[config.mk]
export PLATFORM = sky130hd
export DESIGN_NAME = reg_ctrl
export DESIGN_NICKNAME = d
export VERILOG_FILES = /design/src/rtl/reg_ctrl_pkg.sv /design/src/rtl/reg_ctrl.sv
export SDC_FILE = /design/constraint.sdc
export NUM_CORES = 1
export LEC_CHECK = 0
export CAP_MARGIN = 30
export CORE_AREA = 2 2 54 51
export CTS_CLUSTER_SIZE = 20
export DETAILED_ROUTE_END_ITERATION = 8
export DIE_AREA = 0 0 56 53
export DONT_BUFFER_PORTS = 1
export PLACE_DENSITY = 0.7
export SETUP_SLACK_MARGIN = 0.1
export SYNTH_ARGS = -nofsm -noshare
export SYNTH_HDL_FRONTEND = slang
export SYNTH_SLANG_ARGS = --single-unit
[constraint.sdc]
create_clock -name clk_i -period 1.38 [get_ports clk_i]
set_clock_uncertainty 0.15 [all_clocks]
set_input_delay 0.414 -clock clk_i [delete_from_list [all_inputs] [get_ports clk_i]]
set_output_delay 0.414 -clock clk_i [all_outputs]
set_load 0.05 [all_outputs]
[src/rtl/reg_ctrl_pkg.sv]
// Shared types and constants for the register-port command decoder.
package reg_ctrl_pkg;

    localparam int unsigned REG_NUM_DEF = 6;
    localparam int unsigned ADDR_W      = 3;
    localparam int unsigned BYTE_W      = 8;

    typedef enum logic [1:0] {
        OP_NOP   = 2'b00,
        OP_WRITE = 2'b01,
        OP_READ  = 2'b10,
        OP_RSVD  = 2'b11
    } op_e;

    typedef enum logic [2:0] {
        ST_IDLE,
        ST_WR_DATA,
        ST_RD_FETCH,
        ST_RD_SEND,
        ST_RD_WAIT,
        ST_DISCARD
    } state_e;

    // Burst pointer step: wraps to 0 after the last implemented register or at 7.
    function automatic logic [ADDR_W-1:0] ptr_wrap(input logic [ADDR_W-1:0] ptr,
                                                   input int unsigned       reg_num);
        if (ptr == ADDR_W'(reg_num - 1) || ptr == {ADDR_W{1'b1}}) begin
            return '0;
        end
        return ptr + ADDR_W'(1);
    endfunction

endpackage

[src/rtl/reg_ctrl.sv]
// Host command decoder driving the regfile port and returning read bytes to the SPI slave.
// Optional REG_CTRL_AUTO_INC_EN: burst bytes walk the register pointer; otherwise it stays fixed.
module reg_ctrl
    import reg_ctrl_pkg::*;
#(
    parameter int unsigned REG_NUM    = REG_NUM_DEF,
    parameter int unsigned DATA_WIDTH = BYTE_W
) (
    input  logic                  clk_i,
    input  logic                  rst_n_i,
    input  logic                  byte_vld_i,
    input  logic [DATA_WIDTH-1:0] byte_data_i,
    input  logic                  frame_end_i,
    output logic                  reg_wr_en_o,
    output logic [ADDR_W-1:0]     reg_wr_addr_o,
    output logic [DATA_WIDTH-1:0] reg_wr_data_o,
    output logic [ADDR_W-1:0]     reg_rd_addr_o,
    input  logic [DATA_WIDTH-1:0] reg_rd_data_i,
    output logic                  tx_vld_o,
    output logic [DATA_WIDTH-1:0] tx_data_o
);

    state_e            state;
    logic [ADDR_W-1:0] ptr;

    op_e               op_c;
    logic [ADDR_W-1:0] cmd_addr_c;
    logic [ADDR_W-1:0] ptr_adv_c;
    logic              in_range_c;
    logic              unused_bits_c;

    assign op_c          = op_e'(byte_data_i[7:6]);
    assign cmd_addr_c    = byte_data_i[ADDR_W-1:0];
    assign unused_bits_c = ^byte_data_i[5:3];
    assign in_range_c    = (32'(ptr) < REG_NUM);

`ifdef REG_CTRL_AUTO_INC_EN
    assign ptr_adv_c = ptr_wrap(ptr, REG_NUM);
`else
    assign ptr_adv_c = ptr;
`endif

    // Frame FSM; strobes default low every cycle so each pulse lasts exactly one cycle.
    always_ff @(posedge clk_i) begin
        if (!rst_n_i) begin
            state         <= ST_IDLE;
            ptr           <= '0;
            reg_wr_en_o   <= 1'b0;
            reg_wr_addr_o <= '0;
            reg_wr_data_o <= '0;
            reg_rd_addr_o <= '0;
            tx_vld_o      <= 1'b0;
            tx_data_o     <= '0;
        end else begin
            reg_wr_en_o <= 1'b0;
            tx_vld_o    <= 1'b0;
            if (frame_end_i) begin
                state <= ST_IDLE;
            end else begin
                case (state)
                    ST_IDLE: begin
                        if (byte_vld_i) begin
                            ptr <= cmd_addr_c;
                            case (op_c)
                                OP_WRITE: state <= ST_WR_DATA;
                                OP_READ:  state <= ST_RD_FETCH;
                                default:  state <= ST_DISCARD;
                            endcase
                        end
                    end
                    ST_WR_DATA: begin
                        if (byte_vld_i) begin
                            // Out-of-range targets are skipped silently but still advance.
                            if (in_range_c) begin
                                reg_wr_en_o   <= 1'b1;
                                reg_wr_addr_o <= ptr;
                                reg_wr_data_o <= byte_data_i;
                            end
                            ptr <= ptr_adv_c;
                        end
                    end
                    ST_RD_FETCH: begin
                        reg_rd_addr_o <= ptr;
                        state         <= ST_RD_SEND;
                    end
                    ST_RD_SEND: begin
                        tx_data_o <= in_range_c ? reg_rd_data_i : '0;
                        tx_vld_o  <= 1'b1;
                        state     <= ST_RD_WAIT;
                    end
                    ST_RD_WAIT: begin
                        if (byte_vld_i) begin
                            ptr   <= ptr_adv_c;
                            state <= ST_RD_FETCH;
                        end
                    end
                    ST_DISCARD: state <= ST_DISCARD;
                    default:    state <= ST_IDLE;
                endcase
            end
        end
    end

endmodule

==> results of run 1 <==
==> repair_timing <==
action                                  CTS  global route
pin swaps                                19             4
hold buffers                              1             0
resized for setup                        94             8
buffers inserted                          2             1
endpoints found under the setup margin   52            52
endpoints found under the hold margin     1             0
==> how the worst min path moves through the flow <==
stage / start / to / slack [ns]
3_5_place_dp: tx_data_o[0] / tx_data_o[0] / 0.30
6_report: frame_end_i / state[2] / 0.03
3_3_place_gp: tx_data_o[0] / tx_data_o[0] / 0.29
5_1_grt: frame_end_i / state[2] / 0.02
4_1_cts: frame_end_i / state[2] / 0.03
2_1_floorplan: ptr[0] / ptr[0] / 0.31
==> cells in the final DEF, fill, tap and decap left out, types with 2 or more instances in the layout <==
master / count
dfxtp_1: 3
buf_8: 24
a21oi_2: 8
dfxtp_4: 3
buf_4: 8
nor2_1: 5
nor4b_4: 2
nand2_1: 32
nand3_2: 8
nor2b_1: 2
mux2i_1: 17
inv_1: 2
clkbuf_4: 5
dfxtp_2: 24
==> synthesized netlist by cell type (2+ instances only) <==
| cell type | instances | share of area |
|---|---|---|
| nor2b_1 | 2 | 0.010 |
| clkbuf_1 | 3 | 0.0090 |
| nor4b_4 | 2 | 0.038 |
| nand3_1 | 9 | 0.036 |
| dfxtp_1 | 30 | 0.48 |
| nand2_1 | 32 | 0.096 |
| a21oi_1 | 9 | 0.036 |
| buf_6 | 3 | 0.027 |
| nor2_1 | 6 | 0.018 |
| mux2i_1 | 17 | 0.14 |
| inv_1 | 3 | 0.0090 |
==> worst reg2reg max path, delay by kind of cell (launching register included) <==
kind	cells	cell delay (ns)
mux	1	0.23
simple gates	2	0.54
flops	1	0.40
==> report_power, final <==
| group | internal (W) | leakage [nW] | switching [W] |
|---|---|---|---|
| Sequential | 0.000875 | 0.257 | 0.0000158 |
| Clock | 0.000247 | 0.0353 | 0.000290 |
| Combinational | 0.0000602 | 0.488 | 0.0000662 |
==> kinds of logic after synthesis <==
group / share of synthesized area
AND/OR/NAND/NOR: 0.239
flip-flops: 0.480
multiplexers: 0.145
AO/OA/AOI/OAI: 0.0601
buffers and inverters: 0.0581
XOR/XNOR: 0.00701
adder cells (fa/ha/maj): 0.0100
==> per-stage QoR <==
| step | util | setup slack (ns) | area [µm²] | total power [W] | std cells |
|---|---|---|---|---|---|
| 5_1_grt | 0.795 | -0.0479 | 1890 | 0.00161 | 194 |
| 4_1_cts | 0.776 | -0.00585 | 1850 | 0.00155 | 193 |
| 6_report | 0.795 | -0.0104 | 1890 | 0.00155 | 194 |
| 3_3_place_gp | 0.617 | -0.0154 | 1470 | 0.00101 | 182 |
| 2_1_floorplan | - | 0.00693 | 1250 | 0.000997 | 132 |
| 3_5_place_dp | 0.617 | -0.0495 | 1470 | 0.00101 | 182 |
==> registers in the layout, indices dropped and copies added (netlist names) <==
signal / cells
reg_wr_addr_o: 3
ptr: 3
state: 3
reg_wr_data_o: 8
tx_data_o: 8
reg_rd_addr_o: 3
tx_vld_o: 1
reg_wr_en_o: 1
==> final cells by class <==
cell class / instances / share of cell area
Inverter: 3 / 0.00594
Clock buffer: 7 / 0.0291
Clock inverter: 1 / 0.00264
Timing Repair Buffer: 35 / 0.244
Multi-Input combinational cell: 90 / 0.361
Sequential cell: 30 / 0.339
Tap cell: 28 / 0.0185
==> routing by layer <==
metal,vias to the layer above,share of wire
met3,6,0.045
met2,29,0.53
li1,512,-
met4,0,0.017
met5,-,0
met1,519,0.41
==> results.cfg, run 1 <==
[setup_path]
path_class = register to primary output
path_delay_family = flip-flops
regToRegSetupSlack_ns = -0.01
worst_setup_path_end_kind = primary output
crit_path_end = tx_data_o[6]
r2r-end = ptr[2]
timing.critical_path.buf_inv = 1
startpoint_type = register
r2r_cells = 3
critPathMaxStageDelay_ns = 0.36
crit_fanout = 2
r2r-start = state[2]
path_cells = buf_8
slowest_stage = dfxtp_2
startpoint = tx_data_o[6]
arrival_ns = 0.83
worstPathRequired_ns = 0.82
worst-path-stages = 1

[synthesis]
synth_area_um2 = 1250
syn_nets = 153
synth_top_flop_cell = dfxtp_1
yosysUniqueCellTypes = 27
synth_seq_cells = 30
ys_seq_area_frac = 0.480
syn_inst = 132
synth_enable_flop_cells = 0
synthArstFlopShare = 0
ys_warn_count = 0
synth_area_per_cell_um2 = 9.47

[layout]
fill_cells = 141
drive_gt1_frac = 0.566
register_area_um2 = 642
fin_nets = 186
area_growth_pct = 51.6
diodes = 0
multi_input_area_um2 = 684

[clocking]
cts_made_buffers = 5
tritoncts = done
clkLatencyLatePin_ns = 0.32
clk_pin_slew_ns = 0.10
clock-root-buffer = clkbuf_4
cts_buffer_depth = 2
htree_num_levels = 2
clock_sinks = 30

[global_route]
grt_antenna_before_repair = 0
grt_util_met2 = 0.420
grt-ovfl-total = 0
use_met3 = 0.0636
grt_max_degree = 25
grt_pass1_vias = 1084
use_met1 = 0.247
busiest_layer = met2
grtUsageTotal = 0.227
grt_pass1_wl_um = 4970

[floorplanning]
io_pins = 44
core-area_um2 = 2380
die_h_um = 53
start_util = 0.525
die_area_um2 = 2970
die_w_um = 56
rows = 17

[placement]
gp_congestion = 0.689
io_buffers = 0
hpwl_um = 1870

[worst_hold_path]
hold_class = primary input to register
holdPathStages = 1

[sta]
hold-worst-slack_ns = 0.0322
max_freq_ghz = 0.719
period_minus_slack_ns = 1.39
tns_ns = -0.0338
setup_slack_ns = -0.0104
hold_viol_final = 0
fin_crit_sh = 1.01
slew_violations = 0
tightestPinTransition_ns = 0.270
slew_headroom = 0.817
final-setup-viol-count = 5
grt_setup_unrepaired = yes

[routing]
drt-initial-drc-count = 32
viasPerCell = 5.49
drcViolationCount = 0
dr.pass1.iters = 4
via_count = 1066
post_drt_wl_per_cell_um = 17.6
ant_nets = 0
wirelength_um = 3410

[status]
status = finished with violations
violations = setup timing

[pwr]
leakage_nw = 0.780
ir_drop_v = 0.000791
power.density_nw_per_um2 = 820

[flow_run]
maxCapViolations = 0
(Power assumes the default switching activity.)
==> inputs of run 2 (changes only) <==
--- a/config.mk
+++ b/config.mk
@@ -6,12 +6,12 @@
 export NUM_CORES = 1
 export LEC_CHECK = 0
 export CAP_MARGIN = 30
-export CORE_AREA = 2 2 54 51
+export CORE_AREA = 2 2 52 49
 export CTS_CLUSTER_SIZE = 20
 export DETAILED_ROUTE_END_ITERATION = 8
-export DIE_AREA = 0 0 56 53
+export DIE_AREA = 0 0 54 51
 export DONT_BUFFER_PORTS = 1
-export PLACE_DENSITY = 0.7
+export PLACE_DENSITY = 0.72
 export SETUP_SLACK_MARGIN = 0.1
 export SYNTH_ARGS = -nofsm -noshare
 export SYNTH_HDL_FRONTEND = slang
==> constraint.sdc (replaced) <==
create_clock -name clk_i -period 1.55 [get_ports clk_i]
set_clock_uncertainty 0.15 [all_clocks]
set_input_delay 0.465 -clock clk_i [delete_from_list [all_inputs] [get_ports clk_i]]
set_output_delay 0.465 -clock clk_i [all_outputs]
set_load 0.05 [all_outputs]
==> run 2 against run 1 <==
Against the previous run: the run now ends clean; clock power is 23% lower; die area is 7.2% lower; non-clock buffer count is 6 lower; combinational power is 26% lower; global-route usage is 1.4 points lower; sequential power is 11% lower; critical path depth stayed put; worst setup slack better by 0.13 ns.
==> results.cfg, run 2 (synthesis results as in run 1) <==
[status]
status = complete, no violations

[routing]
viasPerCell = 5.36
post_drt_wl_per_cell_um = 14.1
dr.pass1.iters = 4
ant_nets = 0
via_count = 1002
wirelength_um = 2630
drcViolationCount = 0
drt-initial-drc-count = 5

[sta]
hold_viol_final = 0
tightestPinTransition_ns = 0.458
grt_setup_unrepaired = yes
max_freq_ghz = 0.698
final-setup-viol-count = 0
tns_ns = 0
slew_headroom = 0.694
fin_crit_sh = 0.924
period_minus_slack_ns = 1.43
hold-worst-slack_ns = 0.0511
slew_violations = 0

[setup_path]
worstPathRequired_ns = 0.93
critPathMaxStageDelay_ns = 0.34
worst_setup_path_end_kind = primary output
r2r-start = state[0]
path_cells = buf_6
path_class = register to primary output
path_delay_family = flip-flops
startpoint_type = register
r2r_cells = 3
arrival_ns = 0.82
slowest_stage = dfxtp_2
crit_fanout = 2
r2r-end = reg_rd_addr_o[1]
timing.critical_path.buf_inv = 1
regToRegSetupSlack_ns = 0.17

[layout]
fin_nets = 180
finish.utilization = 0.733
post-route-cell-area_um2 = 1680
area_growth_pct = 34.7
drive_gt1_frac = 0.421
top_regs = reg_wr_data_o: 8 flops, tx_data_o: 8 flops
diodes = 0
final_cell_mix = 32 x nand2_1, 25 x dfxtp_2, 17 x mux2i_1, 14 x buf_8
layout_commonest_cell = nand2_1

[worst_hold_path]
holdPathEnd = state[1]
hold_class = primary input to register
holdPathStages = 1
min_from = frame_end_i

[floorplanning]
die_w_um = 54
die_area_um2 = 2750
io_pins = 44
rows = 17
die_h_um = 51
core-area_um2 = 2300
start_util = 0.544

[pwr]
leakage_nw = 0.725
ir_drop_v = 0.000752
power.density_nw_per_um2 = 773

[global_route]
grt-ovfl-total = 0
use_met3 = 0.105
grt_pass1_wl_um = 4110
grt_pass1_vias = 977
use_met1 = 0.243
grt_util_met2 = 0.331
busiest_layer = met2
grt_antenna_before_repair = 0
grt_max_degree = 25
grtUsageTotal = 0.213

[placement]
gp_congestion = 0.675
hpwl_um = 1760
io_buffers = 0
placed_cell_area_um2 = 1450

[flow_run]
maxCapViolations = 0

[clocking]
tritoncts = done
htree_num_levels = 2
clkLatencyLatePin_ns = 0.32
cts_made_buffers = 5
cts_buffer_depth = 2
clk_pin_slew_ns = 0.09
clock-root-buffer = clkbuf_4
cts_hold_repair.buffers = 0
clock_sinks = 30
[run 2: how the worst max path moves through the flow]
stage / startpoint / endpoint / slack, ns / cells after the start
after floorplan: state[1] / reg_wr_addr_o[0] / 0.17 / 5
after global placement: state[0] / tx_data_o[4] / 0.15 / 4
after detailed placement: state[0] / tx_data_o[2] / 0.1 / 4
after CTS: tx_data_o[0] / tx_data_o[0] / 0.08 / 1
after global routing: tx_data_o[0] / tx_data_o[0] / 0.07 / 1
final: tx_data_o[6] / tx_data_o[6] / 0.12 / 1
[run 2: power by group]
part | switching, W | internal, W | leakage, nW
clock network | 0.000245 | 0.000171 | 0.0254
registers | 0.0000131 | 0.000780 | 0.257
logic | 0.0000489 | 0.0000446 | 0.443
[run 2: area by class of cell]
class	count	area [µm²]
inverters	3	11.3
multi-input cells	90	584
flip-flops and latches	30	639
clock buffers	7	45.0
fillers	166	613
well taps	28	35.0
repair buffers	29	369
[run 2: what timing repair did]
action | CTS | global route
pin swaps | 0 | 1
resized for setup | 29 | 39
endpoints found under the setup margin | 31 | 37
gates cloned | 0 | 0
setup buffers | 0 | 1
[run 2: metal layers]
metal  vias to the layer above  share of wire
met5                         -              0
met4                         0          0.012
met3                         4          0.057
met2                        20           0.51
met1                       479           0.42
li1                        499              -
[run 2: stage by stage]
step / power (W) / worst slack [ns] / std cells
finish: 0.00130 / 0.117 / 187
global route: 0.00136 / 0.0747 / 187
CTS: 0.00131 / 0.0788 / 186
detailed placement: 0.000899 / 0.0987 / 179
global placement: 0.000896 / 0.146 / 179
floorplan: 0.000887 / 0.170 / 132
==> inputs of run 3 (changes only) <==
--- a/config.mk
+++ b/config.mk
@@ -7,6 +7,7 @@
 export LEC_CHECK = 0
 export CAP_MARGIN = 30
 export CORE_AREA = 2 2 52 49
+export CTS_CLUSTER_DIAMETER = 50
 export CTS_CLUSTER_SIZE = 20
 export DETAILED_ROUTE_END_ITERATION = 8
 export DIE_AREA = 0 0 54 51
==> results of run 3 <==
No change in the layout: final DEF, timing and power equal those of run 2.
